==> config.mk <==
export PLATFORM = sky130hd
export DESIGN_NAME = fetch_fifo_feeder
export DESIGN_NICKNAME = d
export VERILOG_FILES = /design/src/rtl/fetch_fifo_feeder.sv
export SDC_FILE = /design/constraint.sdc
export NUM_CORES = 1
export LEC_CHECK = 0
export BUFFER_PORTS_ARGS = -buffer_cell sky130_fd_sc_hd__buf_4
export CAP_MARGIN = 0
export CELL_PAD_IN_SITES_DETAIL_PLACEMENT = 0
export CELL_PAD_IN_SITES_GLOBAL_PLACEMENT = 2
export CORE_MARGIN = 2
export CORE_UTILIZATION = 35
export CTS_CLUSTER_DIAMETER = 40
export DETAILED_ROUTE_END_ITERATION = 10
export PLACE_DENSITY = 0.73
export SETUP_SLACK_MARGIN = 0.05
export SLEW_MARGIN = 20
export SYNTH_ARGS = -nofsm -noshare
export SYNTH_HDL_FRONTEND = slang
export SYNTH_SLANG_ARGS = --single-unit
==> constraint.sdc <==
create_clock -name clk_i -period 17 [get_ports clk_i]
set_input_delay 0.85 -clock clk_i [delete_from_list [all_inputs] [get_ports clk_i]]
set_output_delay 0.85 -clock clk_i [all_outputs]
set_load 0.03 [all_outputs]
==> src/rtl/fetch_fifo_feeder.sv <==
// Producer side of the fetch FIFO: issues sequential instruction fetches over a
// req/gnt/rvalid port and pushes {addr, rdata} into the fetch FIFO, with
// flush/redirect handled by draining in-flight responses before refetching.
module fetch_fifo_feeder #(
  parameter int unsigned NR_OUTSTANDING = 2
) (
  input  logic        clk_i,
  input  logic        rst_i,
  input  logic [63:0] boot_addr_i,
  input  logic        flush_i,
  input  logic [63:0] flush_addr_i,
  output logic        instr_req_o,
  output logic [63:0] instr_addr_o,
  input  logic        instr_gnt_i,
  input  logic        instr_rvalid_i,
  input  logic [31:0] instr_rdata_i,
  output logic        in_valid_o,
  output logic [63:0] in_addr_o,
  output logic [31:0] in_rdata_o,
  input  logic        in_ready_i
);

  localparam int unsigned DEPTH = NR_OUTSTANDING;
  localparam int unsigned PTR_W = (DEPTH > 1) ? $clog2(DEPTH) : 1;
  localparam int unsigned CNT_W = $clog2(DEPTH + 1);
  localparam int unsigned SUM_W = CNT_W + 1;

  typedef enum logic [1:0] {
    ST_BOOT  = 2'd0,
    ST_FETCH = 2'd1,
    ST_DRAIN = 2'd2
  } state_t;

  state_t             r_state;
  state_t             w_state_nxt;
  logic [63:0]        r_pc;
  logic [63:0]        w_pc_nxt;
  logic               r_req;
  logic               w_req_nxt;
  logic [63:0]        r_addr;
  logic [63:0]        w_addr_nxt;
  logic [CNT_W-1:0]   r_out_cnt;
  logic [CNT_W-1:0]   w_out_nxt;

  // In-order queue of granted addresses, popped by each response
  logic [63:0]        r_aq_addr [DEPTH];
  logic [PTR_W-1:0]   r_aq_wr;
  logic [PTR_W-1:0]   r_aq_rd;

  // Response buffer feeding the fetch FIFO
  logic [63:0]        r_buf_addr [DEPTH];
  logic [31:0]        r_buf_data [DEPTH];
  logic [PTR_W-1:0]   r_buf_wr;
  logic [PTR_W-1:0]   r_buf_rd;
  logic [PTR_W-1:0]   w_buf_rd_nxt;
  logic [CNT_W-1:0]   r_buf_cnt;
  logic [CNT_W-1:0]   w_buf_cnt_nxt;
  logic [CNT_W-1:0]   w_buf_after_pop;

  logic               r_in_valid;
  logic               w_in_valid_nxt;
  logic [63:0]        r_in_addr;
  logic [63:0]        w_in_addr_nxt;
  logic [31:0]        r_in_rdata;
  logic [31:0]        w_in_rdata_nxt;

  logic               w_gnt;
  logic               w_rsp;
  logic               w_push;
  logic               w_pop;
  logic [63:0]        w_rsp_addr;
  logic [SUM_W-1:0]   w_credit_sum;

  function automatic logic [PTR_W-1:0] ptr_inc(input logic [PTR_W-1:0] p);
    if (p == PTR_W'(DEPTH - 1)) ptr_inc = '0;
    else                        ptr_inc = p + PTR_W'(1);
  endfunction

  assign w_gnt      = r_req & instr_gnt_i;
  // A response with nothing outstanding is ignored so the counter cannot wrap
  assign w_rsp      = instr_rvalid_i & (r_out_cnt != '0);
  assign w_push     = w_rsp & (r_state == ST_FETCH) & ~flush_i;
  assign w_pop      = r_in_valid & in_ready_i & ~flush_i;
  assign w_rsp_addr = r_aq_addr[r_aq_rd];

  // Next state, next pc, request and output-stage computation
  always_comb begin
    w_state_nxt     = r_state;
    w_pc_nxt        = r_pc;
    w_req_nxt       = r_req;
    w_addr_nxt      = r_addr;
    w_in_valid_nxt  = r_in_valid;
    w_in_addr_nxt   = r_in_addr;
    w_in_rdata_nxt  = r_in_rdata;

    w_out_nxt       = r_out_cnt + CNT_W'(w_gnt) - CNT_W'(w_rsp);
    w_buf_after_pop = r_buf_cnt - CNT_W'(w_pop);
    w_buf_cnt_nxt   = flush_i ? '0 : (w_buf_after_pop + CNT_W'(w_push));
    w_buf_rd_nxt    = w_pop ? ptr_inc(r_buf_rd) : r_buf_rd;
    w_credit_sum    = SUM_W'(w_out_nxt) + SUM_W'(w_buf_cnt_nxt);

    case (r_state)
      ST_BOOT: begin
        w_state_nxt = ST_FETCH;
        w_pc_nxt    = boot_addr_i;
      end
      ST_FETCH: begin
        if (w_gnt) w_pc_nxt = r_pc + 64'd4;
      end
      ST_DRAIN: begin
        if ((r_out_cnt == '0) && !r_req) w_state_nxt = ST_FETCH;
      end
      default: begin
        w_state_nxt = ST_BOOT;
      end
    endcase

    // Redirect wins over everything else
    if (flush_i) begin
      w_state_nxt = ST_DRAIN;
      w_pc_nxt    = flush_addr_i;
    end

    // A raised request is held with its address until granted
    if (r_req && !instr_gnt_i) begin
      w_req_nxt  = 1'b1;
      w_addr_nxt = r_addr;
    end else if ((w_state_nxt == ST_FETCH) && (w_credit_sum < SUM_W'(DEPTH))) begin
      w_req_nxt  = 1'b1;
      w_addr_nxt = w_pc_nxt;
    end else begin
      w_req_nxt  = 1'b0;
    end

    // Registered buffer head: bypass the incoming word when the buffer would be empty
    if (flush_i) begin
      w_in_valid_nxt = 1'b0;
    end else begin
      w_in_valid_nxt = (w_buf_cnt_nxt != '0);
      if (w_buf_after_pop == '0) begin
        if (w_push) begin
          w_in_addr_nxt  = w_rsp_addr;
          w_in_rdata_nxt = instr_rdata_i;
        end
      end else begin
        w_in_addr_nxt  = r_buf_addr[w_buf_rd_nxt];
        w_in_rdata_nxt = r_buf_data[w_buf_rd_nxt];
      end
    end
  end

  // FSM state register
  always_ff @(posedge clk_i or posedge rst_i) begin
    if (rst_i) r_state <= ST_BOOT;
    else       r_state <= w_state_nxt;
  end

  // Request port, counters and output stage
  always_ff @(posedge clk_i or posedge rst_i) begin
    if (rst_i) begin
      r_pc       <= '0;
      r_req      <= 1'b0;
      r_addr     <= '0;
      r_out_cnt  <= '0;
      r_in_valid <= 1'b0;
      r_in_addr  <= '0;
      r_in_rdata <= '0;
    end else begin
      r_pc       <= w_pc_nxt;
      r_req      <= w_req_nxt;
      r_addr     <= w_addr_nxt;
      r_out_cnt  <= w_out_nxt;
      r_in_valid <= w_in_valid_nxt;
      r_in_addr  <= w_in_addr_nxt;
      r_in_rdata <= w_in_rdata_nxt;
    end
  end

  // Granted-address queue
  always_ff @(posedge clk_i or posedge rst_i) begin
    if (rst_i) begin
      for (int i = 0; i < int'(DEPTH); i++) r_aq_addr[i] <= '0;
      r_aq_wr <= '0;
      r_aq_rd <= '0;
    end else begin
      if (w_gnt) begin
        r_aq_addr[r_aq_wr] <= r_addr;
        r_aq_wr            <= ptr_inc(r_aq_wr);
      end
      if (w_rsp) r_aq_rd <= ptr_inc(r_aq_rd);
    end
  end

  // Response buffer; a flush empties it at once
  always_ff @(posedge clk_i or posedge rst_i) begin
    if (rst_i) begin
      for (int i = 0; i < int'(DEPTH); i++) begin
        r_buf_addr[i] <= '0;
        r_buf_data[i] <= '0;
      end
      r_buf_wr  <= '0;
      r_buf_rd  <= '0;
      r_buf_cnt <= '0;
    end else if (flush_i) begin
      r_buf_wr  <= '0;
      r_buf_rd  <= '0;
      r_buf_cnt <= '0;
    end else begin
      if (w_push) begin
        r_buf_addr[r_buf_wr] <= w_rsp_addr;
        r_buf_data[r_buf_wr] <= instr_rdata_i;
        r_buf_wr             <= ptr_inc(r_buf_wr);
      end
      r_buf_rd  <= w_buf_rd_nxt;
      r_buf_cnt <= w_buf_cnt_nxt;
    end
  end

  // A response that matches no request indicates a protocol error upstream
  assert property (@(posedge clk_i) disable iff (rst_i)
                   !(instr_rvalid_i && (r_out_cnt == '0)))
    else $error("fetch_fifo_feeder: rvalid with no outstanding request");

  assign instr_req_o  = r_req;
  assign instr_addr_o = r_addr;
  assign in_valid_o   = r_in_valid;
  assign in_addr_o    = r_in_addr;
  assign in_rdata_o   = r_in_rdata;

endmodule

* Word-level counts from Yosys, hierarchy flattened
Index checks and enable logic that the tools add are counted.
** Word-level totals
- Register bits after elaboration :: 556
- Input bits :: 166
- Output and inout bits :: 162
- Logic and storage cells :: 109
** Cells by class
- Add/subtract/negate cells :: 10
- $lt $le $gt $ge :: 7
- Equality and inequality tests :: 4
- Muxes and demuxes :: 41
- Bitwise gates (word level) :: 12
- Reductions and logical operators :: 16
** Operator list (number)
- 2-to-1 mux 64 bit :: 12
- bitwise mux 128 bit :: 2
- 2-to-1 mux 32 bit :: 6
- demux 64 bit (select 1 bit) :: 2
- one-hot mux 64 bit (2 select lines) :: 1
- adder 64 x 3 -> 64 bit, second input constant :: 1
- bitwise mux 64 bit :: 1
- demux 32 bit (select 1 bit) :: 1
- 2-to-1 mux 1 bit :: 11
- >= comparator 2 bit, second input constant :: 4
- 2-to-1 mux 2 bit :: 4
- inverter 1 -> 2 bit :: 4
- AND 1 bit :: 6
- zero test 2 bit :: 3
- one-hot mux 2 bit (3 select lines) :: 1
- AND reduction 2 bit :: 3
- nonzero test 2 bit :: 3
- logical AND 1 bit :: 5
- adder 1 bit, second input constant :: 4
- adder 2 x 1 -> 2 bit :: 2
- == test 2 x 1 -> 1 bit, second input constant :: 2
- less-than comparator 2 x 1 -> 1 bit, second input constant :: 2
- subtractor 2 x 1 -> 2 bit :: 2
- adder 2 x 2 -> 3 bit :: 1
- 5 further kinds :: 7

* Longest topological paths before layout
- Word-level depth :: 11
- Depth in mapped cells :: 17
- Depth with buffers taken out :: 13

* Least setup slack after synthesis
OpenSTA, ideal clock, no wires.
- Kind :: input -> register
- Start point :: input port flush_i
- End point :: register r_addr[0], in the netlist instr_addr_o[0]
- Library setup time :: 0.125 ns
- Data arrival time :: 3.577 ns
- Required time :: 16.875 ns
- Path slack :: 13.298 ns
- Stages on the path :: 15
- Path buffers :: 4
- Cells stage by stage :: buf_2 inv_2 and3_1 clkbuf_1 ha_1 inv_1 ha_1 nor2b_1 and2_1 fa_1 nor2_1 and3_1 buf_2 buf_4 mux2_2
** On the way
- Word-level cells in the longest chain between the ends :: 9
- Elaborated cells between the ends (all ways) :: 13
- Classes of those cells :: add/sub (3); order compare (1); eq/ne (1); mux (3); bitwise (3); reduce/logical (2)
** Ends and longest elaborated chain
- start: declaration :: RTL line 10 : input logic flush_i,
- inverter 1 bit (no source line)
- AND 1 bit :: RTL line 83 : assign w_pop = r_in_valid & in_ready_i & ~flush_i;
- subtractor 2 x 1 -> 2 bit :: RTL line 97 : w_buf_after_pop = r_buf_cnt - CNT_W'(w_pop);
- adder 2 x 1 -> 2 bit :: RTL line 98 : w_buf_cnt_nxt = flush_i ? '0 : (w_buf_after_pop + CNT_W'(w_push));
- 2-to-1 mux 2 bit :: RTL line 98
- adder 2 x 2 -> 3 bit :: RTL line 100 : w_credit_sum = SUM_W'(w_out_nxt) + SUM_W'(w_buf_cnt_nxt);
- less-than comparator 3 x 2 -> 1 bit :: RTL line 128 : end else if ((w_state_nxt == ST_FETCH) && (w_credit_sum < SUM_W'(DEPTH))) begin
- logical AND 1 bit :: RTL line 128
- AND reduction 2 bit (no source line)
- end signal: assignment :: RTL line 171 : r_addr <= w_addr_nxt;
- end: declaration :: RTL line 40 : logic [63:0] r_addr;
Parallel ways exist; a longest one is shown, timed or not.
A chain may end at the register's enable or synchronous reset.

* Worst setup path in the final report
- Start point :: register r_state[0]
- End point :: register r_addr[61], in the netlist instr_addr_o[61]
** On the way
- Word-level cells in the longest chain between the ends :: 9
- Elaborated cells between the ends (all ways) :: 17
- Classes of those cells :: add/sub (2); order compare (1); eq/ne (3); mux (6); bitwise (2); reduce/logical (3)
** Ends and longest elaborated chain
- start: declaration :: RTL line 34 : state_t r_state;
- start signal: assignment :: RTL line 155 : else r_state <= w_state_nxt;
- == test 2 x 1 -> 1 bit :: RTL line 82, 102
- AND 1 bit (2 in a row) :: RTL line 82 : assign w_push = w_rsp & (r_state == ST_FETCH) & ~flush_i;
- adder 2 x 1 -> 2 bit :: RTL line 98
- 2-to-1 mux 2 bit :: RTL line 98
- adder 2 x 2 -> 3 bit :: RTL line 100
- less-than comparator 3 x 2 -> 1 bit :: RTL line 128
- logical AND 1 bit :: RTL line 128
- AND reduction 2 bit (no source line)
Parallel ways exist; a longest one is shown, timed or not.

==> results by group <==
GRT
  – All-Layer GR Usage: 20.9%
  – Initial antenna violation count: 0
  – First-pass GRT wire length: 120 mm
  – Gr ovfl total: 0
  – Largest net degree at the start of global routing: 164
  – Vias in the first global route: 19300

Route
  – Drt drc: 0
  – Routed len/inst: approximately 22 µm
  – Vias: around 19000
  – First-pass iteration count of the detailed router: 6
  – Final wirelength: 80.2 mm
  – 1st-iter DRT viols: around 1300
  – Antenna Violating Nets Remaining: 0
  – Vias per cell: between 5 and 6

Clock network
  – CTS Sinks: ~560
  – Clk slew on worst S/H paths: roughly 0.06 ns
  – H-tree Lvls: 3
  – Deepest clock path buffer count: 3
  – Num CTS Buffers: 100
  – Root Buffer: clkbuf_16
  – Setup Fix Bufs, Post-CTS: 0
  – Post_cts resized: 0
  – # hold bufs at CTS: 0
  – Worst skew pair latency: ~0.65 ns
  – CTS tree: yes

STA
  – Worst Tran Pin Value: 1.03 ns
  – Slew margin rel.: between 30 and 40%
  – Setup violators final: 0
  – Min Hold Slack: 0.346 ns
  – Hold Fails Final Rpt: 0
  – Setup TNS: 0 ns
  – Fmax achieved: roughly 200 MHz
  – Clock period minus worst slack: roughly 4.9 ns
  – Max-slew violation count: 0
  – Period utilisation layout: 28.7%
  – RSZ-0062 raised after global routing: no
  – Clock Skew: approximately 0.043 ns

Synthesis
  – Top-count cell post-synth: dfrtp_1
  – YS warnings: 0
  – Yosys reg bits: between 500 and 600
  – Mapped Cells: around 2300
  – Ranking of synthesized cells by area: dfrtp_1 54%, mux2_2 11%, mux2i_1 5.5%, a21oi_1 3.3%, a22oi_1 3.0%
  – Main combinational cell family by area after synthesis: multiplexers
  – Synth unique cells: 73
  – Mux cell area share after synthesis: 16.4%
  – Post-synth EDFFs: 0
  – Syn nets: between 2000 and 2500
  – Post-Syn Area per Cell: 11.4 µm²
  – Register area share after synthesis: between 50% and 60%
  – Cell Area, Synth: around 0.026 mm²
  – Async SR Flop Fraction: 100%
  – Synth Flop Type: dfrtp_1
  – Top-area cell type share of the netlist area: between 50% and 60%
  – Commonest cells in the netlist: 556 x dfrtp_1, 246 x mux2_2, 177 x nor2_1
  – Adder-cell share of the synthesized area: less than 1%
  – Synth Area in Compound Gates: roughly 15%
  – Post-Synth Simple-Gate Area: a little under a tenth
  – Synth area leader: dfrtp_1
  – Xor/xnor cell area share of the yosys netlist: 0.814%

Critical path
  – Element type at the critical path end: register
  – Setup CP Type: reg2reg
  – Worst-path maximum fanout: between 50 and 60
  – Startpoint Class: register
  – R2r startpoint: r_state[0]$_DFF_PP0_
  – Worst reg2reg endpoint: instr_addr_o[61]$_DFFE_PP0P_
  – R2r setup slk: approximately 12 ns
  – Worst-case reg-to-reg path depth: 15
  – WP data arrival: approximately 5.4 ns
  – Critical path data required time: 17.55 ns

Outcome
  – Run status: completed

Final layout
  – Fillers: a little under 7000
  – Layout area overhead: 26.1%
  – Multi-input logic area: ~0.011 mm²
  – Seq. cell area: between 0.01 and 0.015 mm²
  – Layout cells sized above 1: a little under a third
  – Final nets: approximately 2700

Die
  – Die area: approximately 0.075 mm²
  – Initial core utilization: 35.3%
  – Die Span Y: 275 µm
  – I/O Pins: about 330
  – Rows: between 90 and 100
  – Die X-Extent: 275 µm
  – Core area: 0.0727 mm²

Job
  – Max-Cap Viols: 0

Placement
  – RePlAce Congestion: 0.823
  – Hpwl dp: ~52 mm
  – Number of port buffers: between 300 and 400

Power and ir drop
  – Power per cell area: 196 mW/mm²
  – Leakage: around 15 nW
  – Peak supply drop: around 0.000087 V

Worst hold path
  – Worst min-delay path category: in2async
[final cells by class]
cell class                      instances  area share, %
Antenna cell                            1        0.00773
Sequential cell                       556           43.0
Tap cell                              959           3.71
Clock inverter                         65           2.82
Timing Repair Buffer                  356           8.31
Multi-Input combinational cell       1497           33.7
Inverter                               24          0.302
Clock buffer                          119           8.17
[critical path, stage by stage, from the launching register on]
cell and delay (ns):
dfrtp_1 0.32, buf_4 0.51, nor2b_2 0.25, buf_4 0.32, nand2_1 0.35, nor2_1 0.25
ha_1 0.25, nor2b_1 0.15, and2_1 0.18, fa_1 0.44, nor2_1 0.23, and3_2 0.21
buf_4 0.44, nand2_1 0.45, o21bai_1 0.30, o211ai_1 0.11
[stage by stage]
| step | util [%] | instances | instance area (µm²) | setup slack [ns] | power (mW) |
|---|---|---|---|---|---|
| floorplan | - | 2259 | 25700 | 0.603 | 3.45 |
| global placement | 39.6 | 3392 | 28800 | 11.91 | 4.21 |
| detailed placement | 39.6 | 3392 | 28800 | 11.87 | 4.27 |
| CTS | 44.5 | 3576 | 32400 | 12.07 | 6.39 |
| global route | 44.5 | 3576 | 32400 | 11.76 | 6.67 |
| finish | 44.5 | 3577 | 32400 | 12.12 | 6.33 |
[power by group]
group / switching, mW / internal (mW) / total (mW) / leakage (nW)
registers: 0.416 / 1.80 / 2.22 / 7.02
clock network: 0.730 / 1.35 / 2.08 / 1.71
logic: 1.19 / 0.828 / 2.02 / 6.13
[layout by cell type (no fill, tap or decap), types with 7 or more instances in the layout]
cell type   instances
a21oi_1           168
a221o_1            15
a221oi_1           20
a22oi_1           102
a2bb2oi_1           9
a31oi_1             7
and3_1             10
and4_1             14
buf_4             354
bufinv_16          15
clkbuf_1           12
clkbuf_16         100
clkbuf_8            7
clkinv_2           15
clkinvlp_4         11
dfrtp_1           554
inv_1              22
inv_6              10
mux2_2            246
mux2i_1           142
nand2_1           157
nand2b_1           10
nand3_1            28
nand4_1            17
nor2_1            175
nor3_1             17
nor4_1             11
o21ai_0           102
o21ai_1             9
o221ai_1           16
o22a_1             65
o22ai_1             7
o41ai_1             9
or2_2               7
xor2_1             16
[routing by layer]
metal | GRT usage, % | vias up | wire (µm)
met2 | 32.2 | 614 | 36800
met3 | 3.63 | 107 | 4930
met5 | 0 | - | 0
met1 | 30.1 | 9757 | 36800
li1 | - | 8874 | -
met4 | 6.36 | 0 | 1630
[cells by family after synthesis]
kind of cell | after synthesis
DFF | 556
adders and majority gates | 6
xor gates and xnor gates | 23
buffers and inverters | 206
muxes | 389
and+or+nand+nor | 497
AOI/OAI and AO/OA | 582
[worst max-delay path by stage]
stage / startpoint / to / slack, ns
global placement: flush_i / instr_addr_o[61]$_DFFE_PP0P_ / 11.91
floorplan: rst_i / in_addr_o[0]$_DFFE_PP0P_ / 0.60
detailed placement: flush_i / in_addr_o[26]$_DFFE_PP0P_ / 11.87
finish: r_state[0]$_DFF_PP0_ / instr_addr_o[61]$_DFFE_PP0P_ / 12.12
CTS: r_state[0]$_DFF_PP0_ / instr_addr_o[61]$_DFFE_PP0P_ / 12.07
global route: r_state[0]$_DFF_PP0_ / instr_addr_o[61]$_DFFE_PP0P_ / 11.76
[sequential cells by signal, summed over array words and instances, names as in the netlist]
signal,flops
in_rdata_o,32
in_addr_o,64
r_out_cnt,2
instr_addr_o,64
r_pc,64
r_buf_addr,128
r_buf_cnt,2
r_buf_wr,1
r_buf_data,64
in_valid_o,1
r_aq_rd,1
r_buf_rd,1
r_state,2
r_aq_addr,128
r_aq_wr,1
instr_req_o,1
(Power assumes the default switching activity.)
